## config.mk

```make
export PLATFORM = sky130hd
export DESIGN_NAME = prco_lmem_pipe
export DESIGN_NICKNAME = d
export VERILOG_FILES = /design/src/rtl/prco_lmem_pipe.sv
export SDC_FILE = /design/constraint.sdc
export NUM_CORES = 2
export LEC_CHECK = 0
export ABC_AREA = 0
export ABC_CLOCK_PERIOD_IN_PS = 2600
export BUFFER_PORTS_ARGS = -buffer_cell sky130_fd_sc_hd__buf_4
export CAP_MARGIN = 5
export CORE_MARGIN = 2
export CORE_UTILIZATION = 40
export DETAILED_ROUTE_END_ITERATION = 8
export PLACE_DENSITY = 0.66
export SLEW_MARGIN = 20
export SYNTH_ARGS = -nofsm -noshare
export SYNTH_HDL_FRONTEND = slang
export SYNTH_SLANG_ARGS = --single-unit
```

## constraint.sdc

```tcl
create_clock -name i_clk -period 2.6 [get_ports i_clk]
set_input_delay 0.26 -clock i_clk [delete_from_list [all_inputs] [get_ports i_clk]]
set_output_delay 0.26 -clock i_clk [all_outputs]
set_load 0.005 [all_outputs]
```

## src/rtl/prco_lmem_pipe.sv

```systemverilog
// PRCO local-memory pipeline stage: one synchronous read or byte-masked write
// per accepted operation, a registered read result, and a range fault flag.
// The stage sits between execute and writeback and uses the core's
// valid/stall/ce handshake. The output registers hold while downstream stalls.
module prco_lmem_pipe #(
   parameter int P_DATA_W    = 16,
   parameter int P_ADDR_W    = 8,
   parameter int P_DEPTH     = 256,
   parameter int P_INIT_ZERO = 1
) (
   input  logic                  i_clk,
   input  logic                  i_reset,
   input  logic                  i_p_cp,
   input  logic                  i_p_valid,
   input  logic                  i_p_stalled,
   output logic                  q_p_stalled,
   output logic                  q_p_ce,
   output logic                  q_p_valid,
   input  logic                  i_mem_we,
   input  logic [P_DATA_W/8-1:0] i_mem_be,
   input  logic [P_ADDR_W-1:0]   i_mem_addr,
   input  logic [P_DATA_W-1:0]   i_mem_dina,
   output logic [P_DATA_W-1:0]   q_mem_douta,
   output logic                  q_fault
);

   localparam int LP_NB = P_DATA_W / 8;
   // P_DEPTH <= 2**P_ADDR_W, so one extra bit is enough to hold it.
   localparam logic [P_ADDR_W:0]   LP_DEPTH = (P_ADDR_W + 1)'(P_DEPTH);
   localparam logic [P_DATA_W-1:0] LP_INIT  = (P_INIT_ZERO != 0) ? '0 : 'x;

   // Power-up contents only; reset never touches the array.
   logic [P_DATA_W-1:0] mem_q [P_DEPTH] = '{default: LP_INIT};

   logic                valid_q, valid_d;
   logic                fault_q, fault_d;
   logic [P_DATA_W-1:0] douta_q, douta_d;
   logic                in_range;
   logic [P_DATA_W-1:0] rd_data;

   assign q_p_stalled = valid_q & i_p_stalled;
   assign q_p_ce      = i_p_valid & ~q_p_stalled & ~i_p_cp & ~i_reset;
   assign in_range    = ({1'b0, i_mem_addr} < LP_DEPTH);
   // The index is guarded so that an out-of-range address never reads the array.
   assign rd_data     = in_range ? mem_q[i_mem_addr] : '0;

   assign q_p_valid   = valid_q;
   assign q_fault     = fault_q;
   assign q_mem_douta = douta_q;

   // Next-state for the output registers: reset/flush > accept > stall hold > drain
   always_comb begin
      valid_d = valid_q;
      fault_d = fault_q;
      douta_d = douta_q;
      if (i_reset || i_p_cp) begin
         valid_d = 1'b0;
         fault_d = 1'b0;
         douta_d = '0;
      end else if (q_p_ce) begin
         valid_d = 1'b1;
         fault_d = ~in_range;
         douta_d = rd_data;
      end else if (q_p_stalled) begin
         valid_d = valid_q;
      end else begin
         valid_d = 1'b0;
      end
   end

   // Output registers; the synchronous reset is folded into the next-state logic
   always_ff @(posedge i_clk) begin
      valid_q <= valid_d;
      fault_q <= fault_d;
      douta_q <= douta_d;
   end

   // Byte-masked write. The read above sees the old word (read-first), and
   // an out-of-range write is silently dropped.
   always_ff @(posedge i_clk) begin
      if (q_p_ce && i_mem_we && in_range) begin
         for (int k = 0; k < LP_NB; k++) begin
            if (i_mem_be[k]) begin
               mem_q[i_mem_addr][8*k +: 8] <= i_mem_dina[8*k +: 8];
            end
         end
      end
   end

endmodule

```

# After elaboration in Yosys (flattened, before gate mapping)
# Memories as Yosys holds them, arrays and structs flattened. A register that Yosys moved wholly into a read port is not among the register bits.
# Cells that the tools add are included.
# totals
regBits	1
ramBits	4096
input_bits	32
output_inout_bits	20
word_cells	20
mem_count	1
# classes
eq_ne	1
mux	8
n_bitwise	7
n_reduce_logical	2
# memory_table
name	depth	word_bits	rd	rd_clocked_by_memory_dff	write_ports	line	text
mem_q	256	16	1	1	1	33	logic [P_DATA_W-1:0] mem_q [P_DEPTH] = '{default: LP_INIT};
# ops
op	count
$mux W1	8
$and A1 B1 Y1	4
$not A1 Y1	3
$ne A2 B1 Y1 const B	1
$logic_and A1 B1 Y1	1
$logic_or A1 B1 Y1	1

# Longest topological paths before layout
# logic_depth
depth_word	8
ltp_mapped	13
ltp_nobuf	7

# Worst setup path before layout
# OpenSTA, ideal clock, no wires.
# synth_timing
kind	input to register
from	input i_p_cp
to	memory mem_q[139][0] (enable)
setup_time_ps	370
arrival_time_ps	2315
t_required_ps	2230
setup_slack_ps	-85
stages	9
n_path_buf	4
path_cell_list	nor2_1 and3_1 buf_2 and3_1 clkbuf_1 buf_2 nand3_1 clkbuf_1 nor2_1
# synth_between
elab_chain_len	6
# synth_rtl
item	line	text
start, declared	13	input logic i_p_cp,
$not A1 Y1	42	assign q_p_ce = i_p_valid & ~q_p_stalled & ~i_p_cp & ~i_reset;
$and A1 B1 Y1 (2 in series)	42	
$logic_and A1 B1 Y1	81	if (q_p_ce && i_mem_we && in_range) begin
$mux W1	81	
$mux W1 (not written as such)	84	mem_q[i_mem_addr][8*k +: 8] <= i_mem_dina[8*k +: 8];
end, declared	33	
# No other way between the ends.

==> summary.txt <==
Status -> completed
DIE HEIGHT -> 636 um
I/O pin count -> 52
Pre-CTS setup slack -> -1.12 ns
Met3 WL -> 54.8 mm
Final #Nets -> 9381
Area grow syn2layout -> 20.4%
Largest area contributor in the netlist -> edfxtp_1
Endpoint class of the critical path -> register
Period minus WS final -> 2.59 ns
Worst Path Arrival -> 3.39 ns
Via count -> 87900
Cell depth of the worst flop-to-flop path -> 8
Share of cells above drive strength 1 -> 34.0%
Fin. max-slew vios -> 0
DIE WIDTH -> 636 um
Final core utilization -> 48.3%
Fraction of registers with async set/reset -> 0%
CTS Buf Count -> 394
CP startpoint -> mem_q[245][6]
CTS sink count -> 4113
Worst slew margin -> 33.4%
Synth Area per Inst -> 20.9 um2
Post-synth EDFFs -> 4096
P_leak -> 63.6 nW
YS warnings -> 0
Top_reg_cell synth -> edfxtp_1
Synth Register Bits -> 4113
Pwr Density -> 709 nW/um2
DR WL/cell -> 31.3 um
Clock transition at the registers of the reported paths -> 0.06 ns
Final instance area -> 192000 um2
Clk_lat worst skew -> 0.96 ns
Total global routing track utilization -> 22.7%
Syn_nets -> 7685
Full die area -> 405000 um2
Yosys top cell area share -> 77.0%
Final Hold Slack -> 0.00871 ns
Met1 wire length -> 175 mm
Remaining global-route overflow -> 0
FF-to-FF Start -> mem_q[245][6]
Routability congestion estimate -> 0.912
Vias per cell -> 5.88
VDD IR max -> 0.637 mV
CP required -> 3.40 ns
Fillers -> 31900
CTS H-Tree Depth -> 5
Routed WL -> 468 mm
Drt initial violations -> 12900
Global-route wire length before repair -> 656 mm
Crit share post-route -> 99.7%
Unrepaired setup endpoints after global routing -> false
Synth area leaders -> edfxtp_1, mux4_2, mux2i_1
Initial antenna violation count -> 30
RR Endpoint -> q_mem_douta[6]
Met2 routed WL -> 218 mm
DRT Pass-1 Iters -> 7
Top sig layer -> met5
Max frequency -> 0.386 GHz
Mapped Area -> 160000 um2
Final Setup Violations -> 0
CP Class -> register to register
Max FO, Critical Path -> 1
Largest net degree at the start of global routing -> 116
Worst min path class -> primary input to register
Routed Antenna Nets -> 0
Reg2reg setup slack -> 0.008 ns
Initial Util -> 40.1%
PortBufs -> 50
Maxcap violations -> 0
Worst-Margin Slew -> 0.998 ns
Max Root-Sink Buffers -> 4
Worst Setup EP -> q_mem_douta[6]
Vias in the first global route -> 87000
Startpoint Class -> register
CTS tree -> built
Postcts setup bufs -> 0
Core area -> 399000 um2
Final hold vios -> 0
DPL Wire Length -> 316 mm
Post-Synthesis Cells -> 7653
Final setup TNS -> 0 ns
Cell Area, Placed -> 180000 um2
CTS Root Cell -> clkbuf_16
Final worst slack -> 0.00842 ns
Drc violations -> 0
Worst Skew -> 0.0838 ns
Synth unique cells -> 72
Sequential fraction of the synthesis area -> 77.2%
Row Count -> 232
per-layer routing:
layer / GRT usage [%] / vias up
li1: - / 35300
met1: 30.8 / 46200
met2: 35.4 / 5461
met3: 5.48 / 897
met4: 8.85 / 20
met5: 0 / -
layout by cell type (no fill, tap or decap), types with 12 or more instances in the layout:
cell              n
nor3_1           12
clkbuf_16       400
a31oi_1          35
o211ai_1         21
buf_12          211
o21ai_1          17
edfxtp_1       4096
clkbuf_8         16
buf_4          1526
mux2_2           21
bufinv_16        26
clkinv_1         97
mux4_2          886
nand4_1          26
clkinv_2         81
o22ai_1          45
dlygate4sd3_1    15
a32oi_1          41
nor2_2           25
mux2i_1         439
dfxtp_1          17
a22oi_1         130
clkbuf_1         76
nand3_2          15
nand3_1          81
o221ai_1         35
nor2b_1          25
nor2_1          557
nand2_1         251
diode_2          17
o21ai_0          58
a221oi_1         30
a211oi_1         52
a21oi_1          97
where the power goes:
group	switching, mW	leakage [nW]	internal (mW)	total (mW)
Sequential	0.0337	36.9	72.9	72.9
Clock	24.5	6.01	30.8	55.4
Combinational	4.97	20.6	3.07	8.04
Total	29.5	63.6	107	136
what timing repair did:
action,in CTS,in global routing
cloned,0,0
endpoints found under the hold margin,613,0
endpoints found under the setup margin,3,7
hold buffers,15,0
resized for setup,4,12
pin swaps,0,0
kinds of logic after synthesis:
logic type      count (synthesis)  share of synthesized area (%)
compound gates                661                           2.95
buf+inv                       481                           1.74
flops                        4113                           77.2
mux                          1348                           15.4
other cells                     1                        0.00235
simple gates                 1049                           2.74
synth_stat cells (6+ instances only):
cell	n
edfxtp_1	4096
mux4_2	886
nor2_1	583
mux2i_1	441
nand2_1	253
clkbuf_1	219
a22oi_1	130
a21oi_1	97
nand3_1	96
buf_2	82
buf_4	67
buf_6	64
o21ai_0	59
a211oi_1	52
o22ai_1	45
a32oi_1	41
a31oi_1	35
o221ai_1	35
nor2b_1	31
a221oi_1	30
buf_1	29
nand4_1	26
mux2_2	21
o211ai_1	21
dfxtp_1	17
a2111oi_0	16
o21ai_1	16
nor3_1	13
and3_1	12
buf_8	11
a32o_1	9
nand2b_1	9
o2111ai_1	9
o22a_1	9
a22o_1	8
a311oi_1	8
a41oi_1	7
a21boi_0	6
and2_1	6
inv_1	6
critical path, cell delays in order, from the launching register on:
cell and delay [ns]:
edfxtp_1 0.38, mux4_2 0.46, mux2i_1 0.37, a32oi_1 0.15, nand4_1 0.14, buf_4 0.17, nand4_1 0.45, nand2_1 0.23
a41oi_1 0.12
state kept, by name, indices dropped and copies added, names as in the netlist:
signal and cells:
q_mem_douta 16, mem_q 4096, q_p_valid 1
cell type report:
class | instances | area, um2 | area share (%)
Clock inverter | 236 | 1930 | 1.00
Inverter | 8 | 40.0 | 0.0208
Tap cell | 5265 | 6590 | 3.42
Clock buffer | 478 | 10300 | 5.37
Antenna cell | 17 | 42.5 | 0.0221
Timing Repair Buffer | 1773 | 16100 | 8.38
Sequential cell | 4113 | 123000 | 64.1
Multi-Input combinational cell | 3059 | 34000 | 17.7
how the worst min path moves through the flow:
stage	from	endpoint	slack [ns]	cells past startpoint
finish	i_mem_dina[2]	mem_q[242][2]	0.009	1
floorplan	i_mem_dina[0]	mem_q[0][0]	0.36	0
global route	i_mem_dina[13]	mem_q[198][13]	0.04	1
CTS	i_mem_dina[14]	mem_q[228][14]	0.0003	1
detailed placement	i_p_valid	q_p_valid	0.49	2
global placement	i_p_valid	q_p_valid	0.48	2
through the flow:
stage	total power, mW	instances
after floorplan	77.7	7653
after global placement	82.1	14200
after detailed placement	82.2	14200
after CTS	137	14900
after global routing	140	14900
final	136	14900
(Power assumes the default switching activity.)
